$ cat config.mk
export PLATFORM = sky130hd
export DESIGN_NAME = memory_round_ctrl_flat
export DESIGN_NICKNAME = d
export VERILOG_FILES = /design/src/rtl/memory_round_ctrl_pkg.sv /design/src/rtl/memory_round_ctrl_if.sv /design/src/rtl/memory_round_ctrl_move_arbiter.sv /design/src/rtl/memory_round_ctrl.sv /design/src/flat_wrapper.sv
export SDC_FILE = /design/constraint.sdc
export NUM_CORES = 1
export LEC_CHECK = 0
export BUFFER_PORTS_ARGS = -buffer_cell sky130_fd_sc_hd__buf_2
export CAP_MARGIN = 20
export CORE_AREA = 4 4 58 74
export CTS_CLUSTER_SIZE = 12
export DETAILED_ROUTE_END_ITERATION = 8
export DIE_AREA = 0 0 62 78
export MAX_ROUTING_LAYER = met4
export PLACE_DENSITY = 0.83
export SLEW_MARGIN = 25
export SYNTH_ARGS = -nofsm -noshare
export SYNTH_HDL_FRONTEND = slang
export SYNTH_HIERARCHICAL = 1
export SYNTH_SLANG_ARGS = --single-unit
$ cat constraint.sdc
create_clock -name clk -period 4.3 [get_ports clk]
set_input_delay 0.86 -clock clk [delete_from_list [all_inputs] [get_ports clk]]
set_output_delay 0.86 -clock clk [all_outputs]
set_load 0.01 [all_outputs]
$ cat src/rtl/memory_round_ctrl_pkg.sv
// memory_round_ctrl_pkg: controller states, datapath state codes, move bit indices
package memory_round_ctrl_pkg;
  typedef enum logic [2:0] {IDLE, LAUNCH, WAIT_FIND, REVEAL, ARM, PLAY, OVER, RESET_DP} state_t;
  // datapath state vector is {qi, qg, qfo, qp, ql}; anything not exactly one of these is no match
  localparam logic [4:0] DP_I  = 5'b10000;
  localparam logic [4:0] DP_G  = 5'b01000;
  localparam logic [4:0] DP_FO = 5'b00100;
  localparam logic [4:0] DP_P  = 5'b00010;
  localparam logic [4:0] DP_L  = 5'b00001;
  localparam int MV_SEL = 4;
  localparam int MV_U   = 3;
  localparam int MV_D   = 2;
  localparam int MV_L   = 1;
  localparam int MV_R   = 0;
  function automatic logic [4:0] prio_grant(input logic [4:0] req);
    return req[MV_SEL] ? 5'b10000 : req[MV_U] ? 5'b01000 : req[MV_D] ? 5'b00100 :
           req[MV_L] ? 5'b00010 : {4'b0000, req[MV_R]};
  endfunction
endpackage

$ cat src/rtl/memory_round_ctrl_if.sv
// memory_round_ctrl_if: board buttons/switches and datapath handshake bundle
interface memory_round_ctrl_if;
  logic       tick, btn_start, btn_r, btn_l, btn_u, btn_d, btn_sel;
  logic [3:0] seed_sw, inc_sw;
  logic       dp_qi, dp_qg, dp_qfo, dp_qp, dp_ql;
  logic       start, right, left, up, down, select, reveal, fault;
  logic [3:0] ss_out, inc_out, round;
  modport master (
    output tick, btn_start, btn_r, btn_l, btn_u, btn_d, btn_sel, seed_sw, inc_sw,
           dp_qi, dp_qg, dp_qfo, dp_qp, dp_ql,
    input  start, right, left, up, down, select, reveal, fault, ss_out, inc_out, round
  );
  modport slave (
    input  tick, btn_start, btn_r, btn_l, btn_u, btn_d, btn_sel, seed_sw, inc_sw,
           dp_qi, dp_qg, dp_qfo, dp_qp, dp_ql,
    output start, right, left, up, down, select, reveal, fault, ss_out, inc_out, round
  );
endinterface

$ cat src/rtl/memory_round_ctrl_move_arbiter.sv
// move_arbiter: pending move register with fixed-priority one-hot grant
module move_arbiter
  import memory_round_ctrl_pkg::*;
(
  input  logic       clk,
  input  logic       rst_n,
  input  logic       en,
  input  logic       clr,
  input  logic [4:0] btn,
  output logic [4:0] grant
);
  logic [4:0] pending_q, pending_d;
  // grant comes straight off the register, so a lone press pulses one cycle later
  assign grant = prio_grant(pending_q);
  // a press landing on its own grant cycle re-enters pending and is granted again
  always_comb pending_d = (en && !clr) ? ((pending_q & ~grant) | btn) : '0;
  // pending register
  always_ff @(posedge clk or negedge rst_n)
    if (!rst_n) pending_q <= '0;
    else pending_q <= pending_d;
endmodule

$ cat src/rtl/memory_round_ctrl.sv
// memory_round_ctrl: round sequencer between board buttons and the memory-game datapath
module memory_round_ctrl
  import memory_round_ctrl_pkg::*;
#(
  parameter int REVEAL_TICKS = 8,
  parameter int TIMEOUT      = 64,
  parameter int CNT_W        = 8
) (
  input logic clk,
  input logic rst_n,
  memory_round_ctrl_if.slave bus
);
  localparam int RT = (REVEAL_TICKS == 0) ? 1 : REVEAL_TICKS;
  state_t           state_q, state_d;
  logic [CNT_W-1:0] rcnt_q, rcnt_d, tcnt_q, tcnt_d;
  logic [3:0]       ss_q, ss_d, inc_q, inc_d, round_q, round_d;
  logic             fault_q, fault_d, timed;
  logic [4:0]       dp, grant;
  assign dp    = {bus.dp_qi, bus.dp_qg, bus.dp_qfo, bus.dp_qp, bus.dp_ql};
  assign timed = state_q inside {LAUNCH, WAIT_FIND, ARM, RESET_DP};
  move_arbiter u_arb (
    .clk   (clk),
    .rst_n (rst_n),
    .en    (state_q == PLAY),
    .clr   (dp == DP_G || dp == DP_L),
    .btn   ({bus.btn_sel, bus.btn_u, bus.btn_d, bus.btn_l, bus.btn_r}),
    .grant (grant)
  );
  assign bus.start   = state_q inside {LAUNCH, ARM, RESET_DP};
  assign bus.reveal  = (state_q == REVEAL && rcnt_q != '0) || state_q == OVER;
  assign bus.select  = grant[MV_SEL];
  assign bus.up      = grant[MV_U];
  assign bus.down    = grant[MV_D];
  assign bus.left    = grant[MV_L];
  assign bus.right   = grant[MV_R];
  assign bus.ss_out  = ss_q;
  assign bus.inc_out = inc_q;
  assign bus.round   = round_q;
  assign bus.fault   = fault_q;
  // next state, counters and latched values; timed states fall back to IDLE with Fault
  always_comb begin
    state_d = state_q;
    rcnt_d  = rcnt_q;
    tcnt_d  = '0;
    ss_d    = ss_q;
    inc_d   = inc_q;
    round_d = round_q;
    fault_d = fault_q;
    case (state_q)
      IDLE:      if (bus.btn_start) begin
                   state_d = LAUNCH;
                   ss_d    = bus.seed_sw;
                   inc_d   = bus.inc_sw;
                   round_d = '0;
                   fault_d = 1'b0;
                 end
      LAUNCH:    if (dp == DP_G || dp == DP_FO) state_d = WAIT_FIND;
      WAIT_FIND: if (dp == DP_FO) begin
                   state_d = REVEAL;
                   rcnt_d  = CNT_W'(RT);
                 end
      REVEAL:    if (rcnt_q == '0) state_d = ARM;
                 else if (bus.tick) rcnt_d = rcnt_q - CNT_W'(1);
      ARM:       if (dp == DP_P) state_d = PLAY;
      PLAY:      if (dp == DP_G) begin
                   state_d = WAIT_FIND;
                   round_d = (round_q == 4'd15) ? 4'd15 : round_q + 4'd1;
                 end else if (dp == DP_L) state_d = OVER;
      OVER:      if (bus.btn_start) state_d = RESET_DP;
      RESET_DP:  if (dp == DP_I) begin
                   state_d = IDLE;
                   round_d = '0;
                 end
    endcase
    if (timed && state_d == state_q) begin
      if (tcnt_q == CNT_W'(TIMEOUT - 1)) begin
        state_d = IDLE;
        fault_d = 1'b1;
      end else tcnt_d = tcnt_q + CNT_W'(1);
    end
  end
  // controller registers
  always_ff @(posedge clk or negedge rst_n)
    if (!rst_n) begin
      state_q <= IDLE;
      rcnt_q  <= '0;
      tcnt_q  <= '0;
      ss_q    <= '0;
      inc_q   <= '0;
      round_q <= '0;
      fault_q <= 1'b0;
    end else begin
      state_q <= state_d;
      rcnt_q  <= rcnt_d;
      tcnt_q  <= tcnt_d;
      ss_q    <= ss_d;
      inc_q   <= inc_d;
      round_q <= round_d;
      fault_q <= fault_d;
    end
endmodule

$ cat src/flat_wrapper.sv
// flat-port wrapper written by rule: the top's interface ports become plain ports
module memory_round_ctrl_flat import memory_round_ctrl_pkg::*;
#(
  parameter int REVEAL_TICKS = 8,
  parameter int TIMEOUT      = 64,
  parameter int CNT_W        = 8
)
  (clk, rst_n, bus_tick, bus_btn_start, bus_btn_r, bus_btn_l, bus_btn_u, bus_btn_d, bus_btn_sel, bus_seed_sw, bus_inc_sw, bus_dp_qi, bus_dp_qg, bus_dp_qfo, bus_dp_qp, bus_dp_ql, bus_start, bus_right, bus_left, bus_up, bus_down, bus_select, bus_reveal, bus_fault, bus_ss_out, bus_inc_out, bus_round);
  memory_round_ctrl_if bus_i ();
  input logic clk;
  input logic rst_n;
  input wire logic [$bits(bus_i.tick)-1:0] bus_tick;
  input wire logic [$bits(bus_i.btn_start)-1:0] bus_btn_start;
  input wire logic [$bits(bus_i.btn_r)-1:0] bus_btn_r;
  input wire logic [$bits(bus_i.btn_l)-1:0] bus_btn_l;
  input wire logic [$bits(bus_i.btn_u)-1:0] bus_btn_u;
  input wire logic [$bits(bus_i.btn_d)-1:0] bus_btn_d;
  input wire logic [$bits(bus_i.btn_sel)-1:0] bus_btn_sel;
  input wire logic [$bits(bus_i.seed_sw)-1:0] bus_seed_sw;
  input wire logic [$bits(bus_i.inc_sw)-1:0] bus_inc_sw;
  input wire logic [$bits(bus_i.dp_qi)-1:0] bus_dp_qi;
  input wire logic [$bits(bus_i.dp_qg)-1:0] bus_dp_qg;
  input wire logic [$bits(bus_i.dp_qfo)-1:0] bus_dp_qfo;
  input wire logic [$bits(bus_i.dp_qp)-1:0] bus_dp_qp;
  input wire logic [$bits(bus_i.dp_ql)-1:0] bus_dp_ql;
  output wire logic [$bits(bus_i.start)-1:0] bus_start;
  output wire logic [$bits(bus_i.right)-1:0] bus_right;
  output wire logic [$bits(bus_i.left)-1:0] bus_left;
  output wire logic [$bits(bus_i.up)-1:0] bus_up;
  output wire logic [$bits(bus_i.down)-1:0] bus_down;
  output wire logic [$bits(bus_i.select)-1:0] bus_select;
  output wire logic [$bits(bus_i.reveal)-1:0] bus_reveal;
  output wire logic [$bits(bus_i.fault)-1:0] bus_fault;
  output wire logic [$bits(bus_i.ss_out)-1:0] bus_ss_out;
  output wire logic [$bits(bus_i.inc_out)-1:0] bus_inc_out;
  output wire logic [$bits(bus_i.round)-1:0] bus_round;
  assign bus_i.tick = bus_tick;
  assign bus_i.btn_start = bus_btn_start;
  assign bus_i.btn_r = bus_btn_r;
  assign bus_i.btn_l = bus_btn_l;
  assign bus_i.btn_u = bus_btn_u;
  assign bus_i.btn_d = bus_btn_d;
  assign bus_i.btn_sel = bus_btn_sel;
  assign bus_i.seed_sw = bus_seed_sw;
  assign bus_i.inc_sw = bus_inc_sw;
  assign bus_i.dp_qi = bus_dp_qi;
  assign bus_i.dp_qg = bus_dp_qg;
  assign bus_i.dp_qfo = bus_dp_qfo;
  assign bus_i.dp_qp = bus_dp_qp;
  assign bus_i.dp_ql = bus_dp_ql;
  assign bus_start = bus_i.start;
  assign bus_right = bus_i.right;
  assign bus_left = bus_i.left;
  assign bus_up = bus_i.up;
  assign bus_down = bus_i.down;
  assign bus_select = bus_i.select;
  assign bus_reveal = bus_i.reveal;
  assign bus_fault = bus_i.fault;
  assign bus_ss_out = bus_i.ss_out;
  assign bus_inc_out = bus_i.inc_out;
  assign bus_round = bus_i.round;
  memory_round_ctrl #(.REVEAL_TICKS(REVEAL_TICKS), .TIMEOUT(TIMEOUT), .CNT_W(CNT_W)) u_core (.clk(clk), .rst_n(rst_n), .bus(bus_i));
endmodule
==> Word level (Yosys, flattened, before mapping) <==
Cells that the tools add are included.
{ "classes": {"n_eq_ne": 21, "n_reduce_logical": 17, "addsub": 3, "bitwise_logic": 3, "muxes": 32} }
{ "ops": {"columns": ["op", "n"], "rows": [
  ["8-bit 2-to-1 mux", 5],
  ["3-bit 2-to-1 mux", 11],
  ["3-bit case mux with 8 select lines", 1],
  ["5-bit 2-to-1 mux", 4],
  ["4-bit 2-to-1 mux", 4],
  ["8-bit case mux with 2 select lines", 1],
  ["3-bit == test, second input constant", 4],
  ["4-bit case mux with 3 select lines", 1],
  ["2-bit inequality test, second input constant", 5],
  ["8-bit by 1-bit adder with 8-bit output, second input constant", 1],
  ["8-bit by 6-bit == test with 1-bit output, second input constant", 1],
  ["8-bit logical NOT", 1],
  ["4-bit AND reduction", 2],
  ["8-bit nonzero test", 1],
  ["8-bit by 1-bit subtractor with 8-bit output, second input constant", 1],
  ["3-bit by 2-bit == test with 1-bit output, second input constant", 2],
  ["3-bit nonzero test", 2],
  ["5-bit AND", 1],
  ["5-bit by 1-bit == test with 1-bit output, second input constant", 1],
  ["5-bit by 2-bit == test with 1-bit output, second input constant", 1],
  ["5-bit by 3-bit == test with 1-bit output, second input constant", 1],
  ["5-bit by 4-bit == test with 1-bit output, second input constant", 1],
  ["5-bit == test, second input constant", 1],
  ["5-bit NOT", 1],
  ["other kinds (15)", 22]
]} }
{ "totals": {"elab_cells": 84, "ff_bits": 37, "inputBits": 22, "out_inout_bits": 20} }

==> Longest topological paths before layout <==
Gate-level depths: netlist of the first run.
{ "depth": {"word_depth": 8, "depth_mapped": 7, "mapped_depth_nobuf": 7} }

==> Cells and area by module <==
Netlist of the first run, hierarchy kept.
{ "by_module_without_submodules": {"columns": ["mod", "instances", "seq_area_each_um2", "area_per_inst_um2", "cells_per_inst"], "rows": [
  ["memory_round_ctrl", 1, 800.8, 1825.5, 185],
  ["move_arbiter", 1, 125.1, 244.0, 25]
]} }

==> Least setup slack after synthesis of the first run <==
OpenSTA, ideal clock, no wires.
{ "synth_timing": {"path_type": "input port to flip-flop", "from": "input bus_dp_qg", "to": "register u_core.round_q[0] (netlist: u_core/bus.round[0])", "path_buffers": 1, "setup_slack_ns": 1.822, "arrival_time_ns": 2.414, "required_ns": 4.235, "setup_time_ns": 0.065, "cell_stages": 6, "cell_sequence": "buf_2 -> or3b_2 -> a2111oi_4 -> nor2_1 -> a2111oi_0 -> a21o_1"} }
{ "synth_between": {"elab_chain_len": 3, "elab_cells_between_ends": 5, "classes_between": "eq/ne: 4; reduce/logical: 1"} }
{ "synth_rtl": {"columns": ["element", "line", "text"], "rows": [
  ["from (decl)", "flat_wrapper.sv:22", "input wire logic [$bits(bus_i.dp_qg)-1:0] bus_dp_qg;"],
  ["5-bit == test or 5-bit by 4-bit == test with 1-bit output (tied branches)", "memory_round_ctrl.sv:70, memory_round_ctrl.sv:65", null],
  ["2-bit inequality test (no line) or 2-bit by 1-bit inequality test with 1-bit output (tied branches)", null, null],
  ["4-bit AND reduction (no line) *", null, null],
  ["to (signal assigned)", "memory_round_ctrl.sv:98", "round_q <= round_d;"],
  ["to (decl)", "memory_round_ctrl.sv:16", "logic [3:0] ss_q, ss_d, inc_q, inc_d, round_q, round_d;"]
]} }
Mark *: on every way between the ends. The rest lies on a longest branch, timed or not.
A chain may end at the register's enable or synchronous reset.

==> Worst setup path in the final report of the first run <==
{ "layout_timing": {"from": "register u_core.rcnt_q[3]", "to": "output bus_reveal"} }
{ "layout_between": {"elab_chain_len": 3} }
{ "layout_rtl": {"columns": ["element", "line", "text"], "rows": [
  ["from (decl)", "memory_round_ctrl.sv:15", "logic [CNT_W-1:0] rcnt_q, rcnt_d, tcnt_q, tcnt_d;"],
  ["from (signal assigned)", "memory_round_ctrl.sv:94", "rcnt_q <= rcnt_d;"],
  ["8-bit nonzero test", "memory_round_ctrl.sv:30", "assign bus.reveal = (state_q == REVEAL && rcnt_q != '0) || state_q == OVER;"],
  ["1-bit logical AND", "memory_round_ctrl.sv:30", null],
  ["1-bit logical OR", "memory_round_ctrl.sv:30", null],
  ["to (decl)", "flat_wrapper.sv:32", "output wire logic [$bits(bus_i.reveal)-1:0] bus_reveal;"]
]} }
Every way passes these cells.

==> results of run 1 <==
flip-flops by register name, summed over array words and instances, names as in the netlist:
register,flops
u_core/bus.ss_out,4
u_core/bus.fault,1
u_core/bus.inc_out,4
u_core/rcnt_q,8
u_core/bus.round,4
u_core/state_q,3
u_core/u_arb/pending_q,5
u_core/tcnt_q,8
logic make-up (layout without fill, tap and decap cells):
kind of cell | count (synthesis) | after routing | share of synthesized area [%]
AO/OA/AOI/OAI | 40 | 40 | 15.1
XOR/XNOR | 14 | 14 | 5.93
adder cells (fa/ha/maj) | 3 | 3 | 1.81
buffers and inverters | 19 | 61 | 3.93
flip-flops | 37 | 37 | 44.7
multiplexers | 8 | 8 | 4.35
AND/OR/NAND/NOR | 89 | 89 | 24.2
per-stage QoR:
stage	util [%]	hold WS, ns	area (um2)	std cells
6_report	65.1	0.497	2380	292
5_1_grt	65.1	0.529	2380	292
2_1_floorplan	-	0.459	2070	210
3_3_place_gp	62.8	0.484	2300	284
4_1_cts	65.1	0.501	2380	292
3_5_place_dp	62.8	0.490	2300	284
metal layers:
metal  routed length (um)  track usage, %  share of wire (%)
met5                    0               -                  0
met4                   87            6.79                2.0
met3                  258            4.99                6.0
met2                 2010            30.6                 47
met1                 1940            25.1                 45
worst max-delay path, delay by kind of cell, from the launching register on:
family | cells | cell delay (ns)
flip-flops | 1 | 0.45
AO/OA/AOI/OAI | 1 | 0.17
AND/OR/NAND/NOR | 3 | 0.90
buffers and inverters | 1 | 0.13
cell type report:
class	instances	area share, %
clock buffer	6	3.05
clock inverter	2	0.420
inverter	11	1.73
multi-input combinational	154	44.9
sequential	37	38.9
tap	40	2.10
timing repair buffer	42	8.93
cells in the mapped netlist, types with 2 or more instances:
cell type                   n  area share (%)
sky130_fd_sc_hd__nand2b_1   5             1.5
sky130_fd_sc_hd__xnor2_1    5             2.1
sky130_fd_sc_hd__a22o_1     2            0.85
sky130_fd_sc_hd__nor4b_1    3             1.3
sky130_fd_sc_hd__a21o_1     2            0.73
sky130_fd_sc_hd__inv_1     11             2.0
sky130_fd_sc_hd__o31ai_1    2            0.73
sky130_fd_sc_hd__o21ai_0    7             1.7
sky130_fd_sc_hd__nor2b_1    4             1.2
sky130_fd_sc_hd__buf_2      2            0.48
sky130_fd_sc_hd__and3_1     4             1.2
sky130_fd_sc_hd__or2_2      2            0.60
sky130_fd_sc_hd__o21a_1     3             1.1
sky130_fd_sc_hd__nor3b_1    4             1.5
sky130_fd_sc_hd__dfrtp_1   37              45
sky130_fd_sc_hd__buf_4      2            0.73
sky130_fd_sc_hd__nand3_1   10             2.4
sky130_fd_sc_hd__nor2_1    17             3.1
sky130_fd_sc_hd__a21oi_1   11             2.7
sky130_fd_sc_hd__clkbuf_1   3            0.54
sky130_fd_sc_hd__xor2_1     9             3.8
sky130_fd_sc_hd__mux2_2     8             4.4
sky130_fd_sc_hd__nor3_1     9             2.2
sky130_fd_sc_hd__nand2_1   11             2.0
sky130_fd_sc_hd__ha_1       3             1.8
sky130_fd_sc_hd__nor4_1     7             2.1
how the worst min path moves through the flow:
| stage | slack (ns) | cells after the start | end | start |
|---|---|---|---|---|
| after detailed placement | 0.49 | 1 | u_core/bus.inc_out[0] | u_core/bus.inc_out[0] |
| after global placement | 0.48 | 1 | u_core/tcnt_q[0] | u_core/tcnt_q[0] |
| after CTS | 0.50 | 1 | u_core/tcnt_q[0] | u_core/tcnt_q[0] |
| after floorplan | 0.46 | 1 | u_core/tcnt_q[0] | u_core/tcnt_q[0] |
| final | 0.50 | 1 | u_core/tcnt_q[0] | u_core/tcnt_q[0] |
| after global routing | 0.53 | 1 | u_core/bus.ss_out[3] | u_core/bus.ss_out[3] |
power by group through the flow:
stage | clock (mW) | sequential (mW) | combinational [mW]
3_3_place_gp | 0 | 0.634 | 0.562
6_report | 0.231 | 0.637 | 0.578
5_1_grt | 0.254 | 0.660 | 0.650
2_1_floorplan | 0 | 0.599 | 0.434
4_1_cts | 0.238 | 0.636 | 0.584
3_5_place_dp | 0 | 0.640 | 0.581
==> impl_metrics.json, run 1 <==
{
  "grt_pass1_vias": 1630,
  "fin_setup_tns_ns": 0,
  "cts_hold_buffers": 0,
  "htree_num_levels": 2,
  "cts.sinks": 37,
  "clock.fmax_ghz": 0.357,
  "p_clk_share_pct": 16.0,
  "netSwitchingFraction_pct": 41.2,
  "design.final.nets": 276,
  "drv_slew": 0,
  "pre_repair_dr_iteration_count": 6,
  "portBuffers": 41,
  "power_density_nw_per_um2": 607,
  "leakage_power_figure_nw": 1.10,
  "synth_warnings": 6,
  "number_of_antenna_violations_at_the_first_check_in_global_routing": 0,
  "cts-resized-gates": 0,
  "dpl.hpwl_um": 3080,
  "drcViolationCount": 0,
  "grt_setup_unrepaired": "no",
  "drive_gt1_share_pct": 26.2,
  "hp-class": "flip-flop to flip-flop",
  "timing.critical_path.from_type": "flip-flop",
  "ctsLongestPathBuffers": 2,
  "regToRegEndpoint": "u_core/rcnt_q[1]",
  "r2r_cells": 4,
  "sequential_cell_area_um2": 926,
  "final_worst_path_period_need_ns": 2.80,
  "chipHeight_um": 78,
  "end_kind": "output port",
  "timing.rr.start": "u_core/state_q[1]",
  "synthArstFlopShare_pct": 100,
  "mostFrequentLayoutCell": "sky130_fd_sc_hd__buf_2",
  "drt_iter0_markers": 103,
  "core-area_um2": 3660,
  "multi_input_area_um2": 1070,
  "cp_cell_sequence": "nor4_1 > and2_0 > nor2_1 > o21a_1 > buf_2",
  "root_buffer_master": "sky130_fd_sc_hd__clkbuf_8",
  "route.final.wire_length_um": 4300,
  "ff2ff_setup_slack_ns": 1.77,
  "design.portCount": 42,
  "syn-instance-count": 210,
  "setup_ws_ns": 1.50,
  "post_cts.repair.setup_buffers": 0,
  "cap_violations": 0,
  "cts.clk_slew.worst_paths_ns": 0.07,
  "report.power.total_mw": 1.45,
  "worstSetupStartpoint": "u_core/rcnt_q[3]",
  "outcome": "complete, no violations",
  "cts-buffers-inserted": 5,
  "gr-total-overflow": 0,
  "antenna-diode-count": 0,
  "worstPathMaxFanout": 6,
  "avgViaCountPerCell": 5.83,
  "dp_worst_setup_slack_ns": 1.51,
  "grt_pass1_wl_um": 7200,
  "power_frac_comb_pct": 40.0,
  "arrival_ns": 1.94,
  "total_net_switching_power_mw": 0.596,
  "gp_routability_congestion": 0.934,
  "dieArea_um2": 4840,
  "synth-seq-area-share_pct": 44.7,
  "critPathKind": "flip-flop to output port",
  "number_of_unique_standard_cell_types_used_by_synthesis": 53,
  "detailroute.via_count": 1702,
  "cts_tree": "yes",
  "gr-usage-all-layers_pct": 19.9,
  "post_syn_area_um2": 2070,
  "area_delta_synth_final_pct": 15.1,
  "slowest_stage": "sky130_fd_sc_hd__dfrtp_1",
  "max_slew.worst_pin.slew_ns": 0.872,
  "max-slew-margin-rel_pct": 41.4,
  "clock_insertion_delay_worst_skew_ns": 0.29,
  "power.sequential.fraction_pct": 44.0,
  "cp_data_required_time_ns": 3.44,
  "synth_ff_type": "sky130_fd_sc_hd__dfrtp_1",
  "rows": 25,
  "max_stage_delay_ns": 0.45,
  "worst_voltage_drop_across_the_vdd_grid_mv": 0.456,
  "wire_per_inst_um": 14.7,
  "final-setup-viol-count": 0,
  "internal_power_mw": 0.850,
  "pin_count_of_the_biggest_net_entering_global_routing": 38,
  "initial_utilization_pct": 56.5,
  "final_antenna_net_count": 0,
  "post_synth.cell_area_avg_um2": 9.85,
  "min_period_over_period_pct": 65.1,
  "mappedNetlistNets": 235,
  "cp-endpoint": "bus_reveal",
  "timing.final.hold_violations": 0,
  "synth.ff_latch_count": 37,
  "die_w_um": 62,
  "fillerInstances": 304,
  "mostFrequentLayoutCells": "sky130_fd_sc_hd__buf_2 (41), sky130_fd_sc_hd__dfrtp_1 (37), sky130_fd_sc_hd__nor2_1 (17)",
  "synth-edff-count": 0,
  "clock_skew_ns": 0.00655
}
No activity file was read; power rests on OpenSTA's default activity.
==> run 2, diff against run 1 <==
Settings changed: ABC_AREA set to 1, CORE_AREA 4 4 58 74 to 4 4 64 81, DIE_AREA 0 0 62 78 to 0 0 68 85, PLACE_DENSITY 0.83 to 0.73.
Clock period 4.3 ns to 2.5 ns, I/O delays scaled along.
==> run 2 against run 1 <==
- core utilization decreased by 8.1 points
- total power increased by 80%
- non-clock buffer count did not move
- combinational power increased by 87%
- critical path type unchanged
==> impl_metrics.json, run 2 <==
{
  "end_kind": "output port",
  "synth_warnings": 6,
  "number_of_antenna_violations_at_the_first_check_in_global_routing": 0,
  "portBuffers": 41,
  "design.final.nets": 325,
  "final_antenna_net_count": 0,
  "power_density_nw_per_um2": 1040,
  "gr-total-overflow": 0,
  "area_delta_synth_final_pct": 18.8,
  "pre_repair_dr_iteration_count": 4,
  "leakage_power_figure_nw": 1.33,
  "cts-buffers-inserted": 5,
  "antenna-diode-count": 0,
  "arrival_ns": 1.57,
  "synth_area_leaders": "sky130_fd_sc_hd__dfrtp_1 (44%), sky130_fd_sc_hd__nand2_1 (8.0%), sky130_fd_sc_hd__nor2_1 (6.4%), sky130_fd_sc_hd__inv_1 (6.1%), sky130_fd_sc_hd__nand3_1 (4.3%)",
  "timing.rr.start": "u_core/rcnt_q[1]",
  "initial_utilization_pct": 47.9,
  "critPathKind": "flip-flop to output port",
  "regToRegEndpoint": "u_core/state_q[1]",
  "cts_tree": "yes",
  "number_of_unique_standard_cell_types_used_by_synthesis": 34,
  "clock_insertion_delay_worst_skew_ns": 0.29,
  "cts.clk_slew.worst_paths_ns": 0.08,
  "chipHeight_um": 85,
  "dieArea_um2": 5780,
  "worstPathMaxFanout": 3,
  "pin_count_of_the_biggest_net_entering_global_routing": 38,
  "root_buffer_master": "sky130_fd_sc_hd__clkbuf_8",
  "final-setup-viol-count": 0,
  "post_synth_most_frequent_cells": "sky130_fd_sc_hd__nand2_1 (45), sky130_fd_sc_hd__dfrtp_1 (37), sky130_fd_sc_hd__nor2_1 (36)",
  "drcViolationCount": 0,
  "report.power.total_mw": 2.60,
  "synthArstFlopShare_pct": 100,
  "timing.final.hold_violations": 0,
  "largest_registers": "u_core/rcnt_q x8, u_core/tcnt_q x8, u_core/u_arb/pending_q x5",
  "synth_ff_type": "sky130_fd_sc_hd__dfrtp_1",
  "mostFrequentLayoutCell": "sky130_fd_sc_hd__nand2_1",
  "design.portCount": 42,
  "ctsLongestPathBuffers": 2,
  "fin_setup_tns_ns": 0,
  "cap_violations": 0,
  "dpl-instance-area_um2": 2360,
  "avgViaCountPerCell": 4.92,
  "timing.critical_path.from_type": "flip-flop",
  "layout_utilization_pct": 57.0,
  "htree_num_levels": 2,
  "gr-usage-all-layers_pct": 16.6,
  "cts_hold_buffers": 0,
  "drt_iter0_markers": 92,
  "core-area_um2": 4390,
  "ff2ff_setup_slack_ns": 0.68,
  "rows": 27,
  "yosysMostFrequentCell": "sky130_fd_sc_hd__nand2_1",
  "synth_top_area_share_pct": 44.0,
  "detailroute.via_count": 1766,
  "outcome": "complete, no violations",
  "r2r_cells": 13,
  "grt_pass1_vias": 1734,
  "clock_skew_ns": 0.00925,
  "mappedNetlistNets": 280,
  "worst_voltage_drop_across_the_vdd_grid_mv": 0.481,
  "synth_top_cell_by_area": "sky130_fd_sc_hd__dfrtp_1",
  "max-slew-margin-rel_pct": 45.6,
  "post_syn_area_um2": 2110,
  "max_slew.worst_pin.slew_ns": 0.816,
  "grt_pass1_wl_um": 7230,
  "cts.sinks": 37,
  "post_cts.repair.setup_buffers": 0,
  "syn-instance-count": 255,
  "die_w_um": 68,
  "drive_gt1_share_pct": 28.6,
  "clock.fmax_ghz": 0.483,
  "dpl.hpwl_um": 3200,
  "cp_data_required_time_ns": 2.00,
  "final_worst_path_period_need_ns": 2.07,
  "hp-class": "primary input to asynchronous set/reset pin",
  "gp_routability_congestion": 0.904,
  "wire_per_inst_um": 11.6,
  "grt_setup_unrepaired": "no",
  "synth.ff_latch_count": 37,
  "mostFrequentLayoutCells": "sky130_fd_sc_hd__nand2_1 (45), sky130_fd_sc_hd__buf_2 (41), sky130_fd_sc_hd__dfrtp_1 (37), sky130_fd_sc_hd__nor2_1 (36), sky130_fd_sc_hd__inv_1 (34)",
  "post_synth.cell_area_avg_um2": 8.26,
  "layout.cell_area.non_filler_um2": 2500,
  "synth-edff-count": 0,
  "cts-resized-gates": 0,
  "drv_slew": 0,
  "synth-seq-area-share_pct": 44.0,
  "min_period_over_period_pct": 82.9,
  "route.final.wire_length_um": 4170
}
[run 2: final cells by class]
class	instances	area, um2
inverters	38	145
well taps	58	72.6
clock buffers	5	68.8
clock inverters	3	68.8
repair buffers	42	213
fillers	414	1890
multi-input cells	176	1010
flip-flops and latches	37	926
[run 2: metrics by stage]
stage               worst slack, ns  hold WS, ns  instances
global route                  0.269        0.366        359
finish                        0.428        0.295        359
global placement              0.683        0.457        351
CTS                           0.423        0.331        359
detailed placement            0.634        0.463        351
floorplan                     0.867        0.204        255
[run 2: worst max path at each step]
stage	startpoint	to	slack [ns]	cells past startpoint
floorplan	u_core/rcnt_q[0]	u_core/state_q[1]	0.87	13
global placement	bus_dp_qp	u_core/state_q[1]	0.68	11
detailed placement	bus_dp_qp	u_core/state_q[1]	0.63	11
CTS	u_core/rcnt_q[0]	bus_reveal	0.42	8
global route	u_core/state_q[1]	bus_reveal	0.27	5
finish	u_core/rcnt_q[1]	bus_reveal	0.43	8
[run 2: cell families after synthesis]
group | Yosys count | synth area share (%)
AOI/OAI and AO/OA | 28 | 8.32
xor gates and xnor gates | 6 | 2.50
adders and majority gates | 3 | 1.78
buffers and inverters | 42 | 8.20
DFF | 37 | 44.0
muxes | 8 | 4.28
and+or+nand+nor | 131 | 31.0
[run 2: routing by layer]
| layer | vias to the layer above | track usage (%) | routed length [um] |
|---|---|---|---|
| met5 | - | - | 0 |
| met3 | 8 | 4.11 | 164 |
| met4 | 0 | 6.33 | 84 |
| met2 | 29 | 27.1 | 2120 |
| li1 | 907 | - | - |
| met1 | 822 | 19.2 | 1800 |
[run 2: critical path, cell delays in order, from the launching register on]
cell,delay [ns]
sky130_fd_sc_hd__dfrtp_1,0.41
sky130_fd_sc_hd__inv_1,0.07
sky130_fd_sc_hd__ha_1,0.17
sky130_fd_sc_hd__nand2_1,0.10
sky130_fd_sc_hd__nor2_2,0.15
sky130_fd_sc_hd__nand2_1,0.06
sky130_fd_sc_hd__nand2_1,0.10
sky130_fd_sc_hd__nand2_1,0.07
sky130_fd_sc_hd__buf_2,0.14
[run 2: report_power, final]
group          internal (mW)  switching (mW)
clock                  0.402           0.222
combinational          0.418           0.658
sequential             0.764           0.134
total                   1.58            1.01
